==> src/rtl/mips_multicycle.sv <==
// Multi-cycle MIPS subset core (FETCH/DECODE/EXEC/MEM/WB/HALT) with a
// single req/ready memory port shared between instruction and data accesses.
module mips_multicycle #(
  parameter int unsigned          WORD_SIZE = 32,
  parameter int unsigned          REG_COUNT = 32,
  parameter logic [WORD_SIZE-1:0] RESET_PC  = '0
) (
  input  logic                 clk,
  input  logic                 rst,
  output logic                 mem_req,
  output logic                 mem_we,
  output logic [WORD_SIZE-1:0] mem_addr,
  output logic [WORD_SIZE-1:0] mem_wdata,
  input  logic                 mem_ready,
  input  logic [WORD_SIZE-1:0] mem_rdata,
  output logic                 halted,
  output logic [WORD_SIZE-1:0] retired
);
  localparam int unsigned W  = WORD_SIZE;
  localparam int unsigned RW = $clog2(REG_COUNT);

  localparam logic [5:0] OP_RTYPE = 6'h00;
  localparam logic [5:0] OP_ADDI  = 6'h08;
  localparam logic [5:0] OP_LW    = 6'h23;
  localparam logic [5:0] OP_SW    = 6'h2B;
  localparam logic [5:0] OP_BEQ   = 6'h04;
  localparam logic [5:0] OP_J     = 6'h02;
  localparam logic [5:0] FN_ADD   = 6'h20;
  localparam logic [5:0] FN_SUB   = 6'h22;
  localparam logic [5:0] FN_AND   = 6'h24;
  localparam logic [5:0] FN_OR    = 6'h25;
  localparam logic [5:0] FN_SLT   = 6'h2A;

  typedef enum logic [2:0] {S_FETCH, S_DECODE, S_EXEC, S_MEM, S_WB, S_HALT} state_t;

  state_t        state, next_state;
  logic [31:0]   ir;
  logic [W-1:0]  pc, a, b, imm, alu_out, mdr;
  logic [W-1:0]  regs [REG_COUNT];
  logic [W-1:0]  alu_c, rs_val_c, rt_val_c;
  logic [5:0]    opcode, funct;
  logic [RW-1:0] rs, rt, rd, dest;
  logic          is_r, is_addi, is_lw, is_sw, is_beq, is_j, legal, retire_c;

  // Instruction field decode from the latched IR
  assign opcode  = ir[31:26];
  assign funct   = ir[5:0];
  assign rs      = ir[21 +: RW];
  assign rt      = ir[16 +: RW];
  assign rd      = ir[11 +: RW];
  assign is_r    = (opcode == OP_RTYPE) &&
                   (funct == FN_ADD || funct == FN_SUB || funct == FN_AND ||
                    funct == FN_OR  || funct == FN_SLT);
  assign is_addi = (opcode == OP_ADDI);
  assign is_lw   = (opcode == OP_LW);
  assign is_sw   = (opcode == OP_SW);
  assign is_beq  = (opcode == OP_BEQ);
  assign is_j    = (opcode == OP_J);
  assign legal   = is_r || is_addi || is_lw || is_sw || is_beq || is_j;
  assign dest    = is_r ? rd : rt;

  // Register 0 reads as zero without needing a reset on the array
  assign rs_val_c = (rs == '0) ? '0 : regs[rs];
  assign rt_val_c = (rt == '0) ? '0 : regs[rt];

  // An instruction completes in the cycle its last state finishes
  assign retire_c = ((state == S_EXEC) && (is_beq || is_j)) ||
                    ((state == S_MEM) && mem_ready && is_sw) ||
                    (state == S_WB);

  // ALU: R-type ops, otherwise A + imm for ADDI and load/store addressing
  always_comb begin
    alu_c = a + imm;
    if (is_r) begin
      case (funct)
        FN_SUB:  alu_c = a - b;
        FN_AND:  alu_c = a & b;
        FN_OR:   alu_c = a | b;
        FN_SLT:  alu_c = W'($signed(a) < $signed(b));
        default: alu_c = a + b;
      endcase
    end
  end

  // State register
  always_ff @(posedge clk or negedge rst) begin
    if (!rst) state <= S_FETCH;
    else      state <= next_state;
  end

  // Next-state logic; FETCH and MEM stall until the memory accepts
  always_comb begin
    next_state = state;
    case (state)
      S_FETCH:  if (mem_ready) next_state = S_DECODE;
      S_DECODE: next_state = legal ? S_EXEC : S_HALT;
      S_EXEC: begin
        if (is_lw || is_sw)       next_state = S_MEM;
        else if (is_beq || is_j)  next_state = S_FETCH;
        else                      next_state = S_WB;
      end
      S_MEM:    if (mem_ready) next_state = is_lw ? S_WB : S_FETCH;
      S_WB:     next_state = S_FETCH;
      S_HALT:   next_state = S_HALT;
      default:  next_state = S_FETCH;
    endcase
  end

  // Memory port driven from state; gated by reset so a pending request drops at once
  always_comb begin
    mem_req   = 1'b0;
    mem_we    = 1'b0;
    mem_addr  = '0;
    mem_wdata = '0;
    if (rst) begin
      if (state == S_FETCH) begin
        mem_req  = 1'b1;
        mem_addr = pc;
      end else if (state == S_MEM) begin
        mem_req  = 1'b1;
        mem_we   = is_sw;
        mem_addr = alu_out;
        if (is_sw) mem_wdata = b;
      end
    end
  end

  // Datapath registers, retire counter and halt flag
  always_ff @(posedge clk or negedge rst) begin
    if (!rst) begin
      pc      <= RESET_PC;
      ir      <= '0;
      a       <= '0;
      b       <= '0;
      imm     <= '0;
      alu_out <= '0;
      mdr     <= '0;
      retired <= '0;
      halted  <= 1'b0;
    end else begin
      halted <= (next_state == S_HALT);
      if (retire_c) retired <= retired + W'(1);
      case (state)
        S_FETCH: if (mem_ready) begin
          ir <= mem_rdata[31:0];
          pc <= pc + W'(4);
        end
        S_DECODE: begin
          a   <= rs_val_c;
          b   <= rt_val_c;
          imm <= {{(W-16){ir[15]}}, ir[15:0]};
        end
        S_EXEC: begin
          alu_out <= alu_c;
          if (is_beq && (a == b)) pc <= pc + (imm << 2);
          if (is_j)               pc <= {pc[W-1:28], ir[25:0], 2'b00};
        end
        S_MEM: if (mem_ready && is_lw) mdr <= mem_rdata;
        default: ;
      endcase
    end
  end

  // Register file write-back; register 0 is never written
  always_ff @(posedge clk) begin
    if ((state == S_WB) && (dest != '0)) regs[dest] <= is_lw ? mdr : alu_out;
  end

endmodule
==> config.mk <==
export PLATFORM = sky130hd
export DESIGN_NAME = mips_multicycle
export DESIGN_NICKNAME = d
export VERILOG_FILES = /design/src/rtl/mips_multicycle.sv
export SDC_FILE = /design/constraint.sdc
export NUM_CORES = 2
export LEC_CHECK = 0
export BUFFER_PORTS_ARGS = -buffer_cell sky130_fd_sc_hd__clkbuf_2
export CAP_MARGIN = 5
export CORE_ASPECT_RATIO = 1.4
export CORE_UTILIZATION = 59
export CTS_BUF_LIST = sky130_fd_sc_hd__clkbuf_2
export DETAILED_ROUTE_END_ITERATION = 8
export HOLD_SLACK_MARGIN = 0.06
export PLACE_DENSITY = 0.79
export SLEW_MARGIN = 0
export SYNTH_ARGS = -nofsm -noshare
export SYNTH_HDL_FRONTEND = slang
export SYNTH_SLANG_ARGS = --single-unit
==> constraint.sdc <==
create_clock -name clk -period 3.78 [get_ports clk]
set_input_delay 0.567 -clock clk [delete_from_list [all_inputs] [get_ports clk]]
set_output_delay 0.567 -clock clk [all_outputs]
set_load 0.05 [all_outputs]
-- Word-level counts from Yosys, hierarchy flattened
Memory sizes are Yosys's and may differ from the RTL's.
Cells that the tools add are included.
- bits in registers: 244
- memories: 1
- input bits: 35
- logic and storage cells: 104
- output and inout bits: 99
- memory bits (writable): 1024
- reductions and logical operators: 30
- $add $sub $neg: 6
- order comparisons: 1
- bitwise logic cells: 2
- multiplexer cells: 32
- eq/ne operators: 21
- memories (memory ; words ; bits a word ; read ports ; clocked after memory_dff ; wr ports ; RTL line ; RTL):
    regs ; 32 ; 32 ; 2 ; 0 ; 1 ; 39 ; logic [W-1:0] regs [REG_COUNT];
- operators with widths (operator ; count):
    32-bit two-way mux ; 14
    32-bit one-hot mux with 4 select lines ; 1
    32-bit adder ; 3
    32-bit one-hot mux with 2 select lines ; 1
    6-bit equality test (second input constant) ; 7
    32-bit by 1-bit adder with 32-bit output (second input constant) ; 1
    32-bit by 3-bit adder with 32-bit output (second input constant) ; 1
    32-bit bitwise AND ; 1
    32-bit equality test ; 1
    32-bit less-than comparator ; 1
    32-bit OR ; 1
    32-bit subtractor ; 1
    3-bit two-way mux ; 6
    3-bit one-hot mux with 5 select lines ; 1
    1-bit logical OR ; 13
    5-bit logical NOT ; 2
    3-bit equality test (second input constant) ; 3
    1-bit two-way mux ; 8
    1-bit logical AND ; 7
    3-bit by 2-bit equality test with 1-bit output (second input constant) ; 2
    6-bit by 2-bit equality test with 1-bit output (second input constant) ; 1
    6-bit by 3-bit equality test with 1-bit output (second input constant) ; 1
    6-bit by 4-bit equality test with 1-bit output (second input constant) ; 1
    6-bit logical NOT ; 1
    11 further kinds ; 13

-- Depth between registers and ports, before layout
- depth after elaboration: 14
- mapped depth: 13

-- Least setup slack after synthesis
Ideal clock, no wire load.
- kind: register to register
- start point: register ir[4]
- end point: memory regs[18][0] in the netlist's numbering, enable pin
- cell stages (with the launch flop): 9
- library setup time: 421 ps
- data arrival time: 3496 ps
- path buffers: 0
- setup slack: -137 ps
- cells stage by stage: dfrtp_1 -> nor2b_1 -> o21ai_1 -> nor3_1 -> nor3_1 -> a31oi_1 -> o2111a_1 -> nand2_1 -> nor2_1
- word-level cells in the longest chain between the ends: 11
- elaborated cells between the ends (all ways): 15
- those cells by class: eq/ne (5); mux (3); reduce/logical (7)
- RTL lines (item ; RTL line ; RTL):
    from (decl) ; 37 ; logic [31:0] ir;
    from (signal assigned) ; 145 ; ir <= mem_rdata[31:0];
    6-bit equality test ; 52 ; (funct == FN_ADD || funct == FN_SUB || funct == FN_AND ||
    1-bit logical OR (3 in series) ; 52 ;
    1-bit logical OR * ; 53 ; funct == FN_OR || funct == FN_SLT);
    1-bit logical AND * ; 51 ; assign is_r = (opcode == OP_RTYPE) &&
    5-bit two-way mux * ; 60 ; assign dest = is_r ? rd : rt;
    5-bit nonzero test ; 166 ; if ((state == S_WB) && (dest != '0)) regs[dest] <= is_lw ? mdr : alu_out;
    1-bit logical AND ; 166 ;
    1-bit two-way mux (2 in series) ; 166 ;
    to (decl) ; 39 ;
Every way passes the cells marked *; elsewhere a longest branch is shown, timed or not.

-- Worst setup path after layout
- start point: register ir[30]
- end point: output port mem_wdata[31]
- word-level cells in the longest chain between the ends: 5
- RTL lines (item ; RTL line ; RTL):
    6-bit equality test ; 56 ; assign is_sw = (opcode == OP_SW);
    32-bit two-way mux ; 123 ; if (is_sw) mem_wdata = b;
    32-bit two-way mux ; 119 ; end else if (state == S_MEM) begin
    32-bit two-way mux ; 116 ; if (state == S_FETCH) begin
    32-bit two-way mux ; 115 ; if (rst) begin
    to (decl) ; 13 ; output logic [WORD_SIZE-1:0] mem_wdata,
No other way between the ends.

==> impl_metrics.yaml <==
status:
  status: "finished, violations left"
  violations: "setup timing"
global_route:
  grt_max_degree: 150
  gr-total-overflow: 0
  grt_use_met2_pct: 63.9
  grt.total_usage_pct: 38.7
  antenna_found_initial: 6
  first_global_vias: 48900
  grt_pass1_wl_um: 316000
  grtUsageMet3_pct: 9.32
  grt.busiest_layer: "met2"
  globalRouteMet1Util_pct: 44.1
final_layout:
  final_cell_mix: "edfxtp_1 (1,024), mux4_2 (576), clkbuf_2 (488), nand2_1 (286), dfrtp_1 (225)"
  drive_gt1_share_pct: 34.0
  area_growth_pct: 15.2
  final_cell_count_no_fill: 6631
  nets: 5154
  utilization_pct: 68.8
  final_common_cell: "edfxtp_1"
  fin_area_sq_um: 76100
critical_path:
  crit_type: "flop to output port"
  rrSetupSlack_ns: 0.08
  crit_path_end_kind: "output port"
  cp-start-kind: "flop"
  worstPathRequired_ns: 3.21
  cp.arrival_ns: 3.22
  cp_max_fo: 8
routing:
  vias_per_cell: 7.18
  drc_errors: 0
  ant_nets: 0
  drtPass1Iterations: 6
  wirelength_um: 217000
  vias: 47600
  drt_iter0_markers: 6313
  drt-wirelength-per-cell_um: 32.8
timing:
  worst_pin_slew_ns: 1.06
  rsz0062_at_grt: "yes"
  min_period_ns: 3.79
  max_clock_freq_mhz: 264
  fin_ws_ns: -0.00985
  skew_ns: 0.172
  setup_violations: 1
  hold_ws_ns: 0.398
  hold_viol_final: 0
  report.final.slew_viol_count: 0
  slew_headroom_pct: 29.3
  tns_ns: -0.00985
  period_share_pct: 100
place:
  place_ws_ns: -0.0787
  dp_hpwl_um: 147000
  io_buffers: 133
  dp.cells: 6007
  placed_area_sq_um: 72000
  gp_congestion: 0.997
clock_network:
  ctsRootBufferMaster: "clkbuf_2"
  cts_sinks: 1266
  cts_tree: "done"
  clk_latency_ns: 1.63
  ctsLongestPathBuffers: 4
  clk_transition_reported_paths_ns: 0.11
  cts_buffers: 304
  cts_htree_levels: 5
floorplanning:
  io_pins: 134
  num_rows: 144
  start_util_pct: 59.7
  die_x_um: 285
  die-area_sq_um: 113000
  core_sq_um: 111000
  die_height_um: 398
synth:
  yosysSeqAreaShare_pct: 55.7
  synth_cell_types: 86
  synth-seq-cells: 1266
  netlist_instances: 4402
  syn_area_sq_um: 66100
  synth_edf_count: 1024
  async_reset_ff_share_pct: 19.1
  ys.flop_type: "edfxtp_1"
  yosys_warnings: 0
  syn_avg_cell_area_sq_um: 15.0
job:
  cap_viol_max_count: 0
hold_path:
  hold_path.class: "input pin to flop"
pwr:
  power_mw: 60.2
  ir_worst_vdd_mv: 0.418
  p_leak_nw: 27.5
  powerDensity_nw_per_um2: 790
## cells in the mapped netlist, types with 27 or more instances
cell	n	area, sq um
a221oi_1	27	236
nor2b_1	64	400
a21o_1	51	383
mux2i_1	48	480
xnor2_1	60	526
edfxtp_1	1024	30700
mux2_2	156	1760
o21ai_0	147	736
clkbuf_1	218	818
dfrtp_1	242	6060
and3_1	58	363
nand3_1	52	260
nor3_1	45	225
a22o_1	30	263
buf_1	47	176
a31oi_1	30	188
buf_2	31	155
xor2_1	27	236
nor2_1	193	724
nand2b_1	31	194
o22ai_1	109	682
mux4_2	576	13000
nand2_1	287	1080
ha_1	158	1980
inv_1	124	465
a21oi_1	199	996
o32ai_1	47	412
## metal layers
layer | vias up | part of all wire (%)
li1 | 19000 | -
met1 | 23600 | 32
met2 | 3928 | 49
met3 | 1051 | 11
met4 | 4 | 8.4
met5 | - | 0.011
## worst max-delay path: stages, from the launching register on
cell and delay, ns:
dfrtp_1 0.42, nand4b_1 0.29, nor2_4 0.25, buf_12 0.16
buf_16 0.15, and3_4 0.27, buf_12 0.15
## cell families (layout without fill, tap and decap cells)
logic type	after synthesis	after routing	share of synthesized area [%]
AO/OA/AOI/OAI	855	855	8.63
XOR/XNOR	87	87	1.15
other	1	39	0.00567
buffers and inverters	424	1155	2.49
adder cells (fa/ha/maj)	162	162	3.11
flip-flops	1266	1266	55.7
AND/OR/NAND/NOR	827	827	5.92
multiplexers	780	780	23.0
## area by class of cell
| class | count | area, sq um |
|---|---|---|
| Timing Repair Buffer | 518 | 6070 |
| Inverter | 124 | 465 |
| Sequential cell | 1266 | 36800 |
| Tap cell | 1460 | 1830 |
| Clock buffer | 421 | 2110 |
| Multi-Input combinational cell | 2743 | 28300 |
| Clock inverter | 92 | 475 |
| Antenna cell | 7 | 17.5 |
| Fill cell | 7133 | 34500 |
## what timing repair did
item / in CTS / in global routing
setup endpoints to repair: 66 / 94
setup buffers: 7 / 4
cloned: 5 / 0
gates resized for setup: 76 / 40
pin swaps: 9 / 16
hold buffers: 89 / 0
hold endpoints to repair: 339 / 0
## path summary, 6_finish.rpt
path | from | endpoint | cells after the start
min in group asynchronous | rst | mdr[21]$_DFFE_PN0P_ | 5
worst max register to register | imm[2]$_DFFE_PN0N_ | pc[20]$_DFFE_PN0P_ | 11
worst min-delay path | mem_rdata[13] | ir[13]$_DFFE_PN0P_ | 5
worst min register to register | ir[10]$_DFFE_PN0P_ | imm[10]$_DFFE_PN0N_ | 2
worst max-delay path | ir[30]$_DFFE_PN0P_ | mem_wdata[31] | 6
max in group asynchronous | rst | alu_out[31]$_DFFE_PN0P_ | 6
## report_power, final
| part | leakage [nW] | total [mW] | internal [mW] | switching, mW |
|---|---|---|---|---|
| combinational | 13.0 | 31.5 | 13.2 | 18.4 |
| clock | 2.01 | 8.77 | 3.27 | 5.50 |
| sequential | 12.5 | 19.9 | 17.8 | 2.06 |
## state kept, by name (all words and copies together) (netlist names)
register / count
regs: 1024
a: 32
alu_out: 32
b: 32
ir: 32
mdr: 32
retired: 32
pc: 30
imm: 16
state: 3
halted: 1
Power figures use the tool's default switching activity.
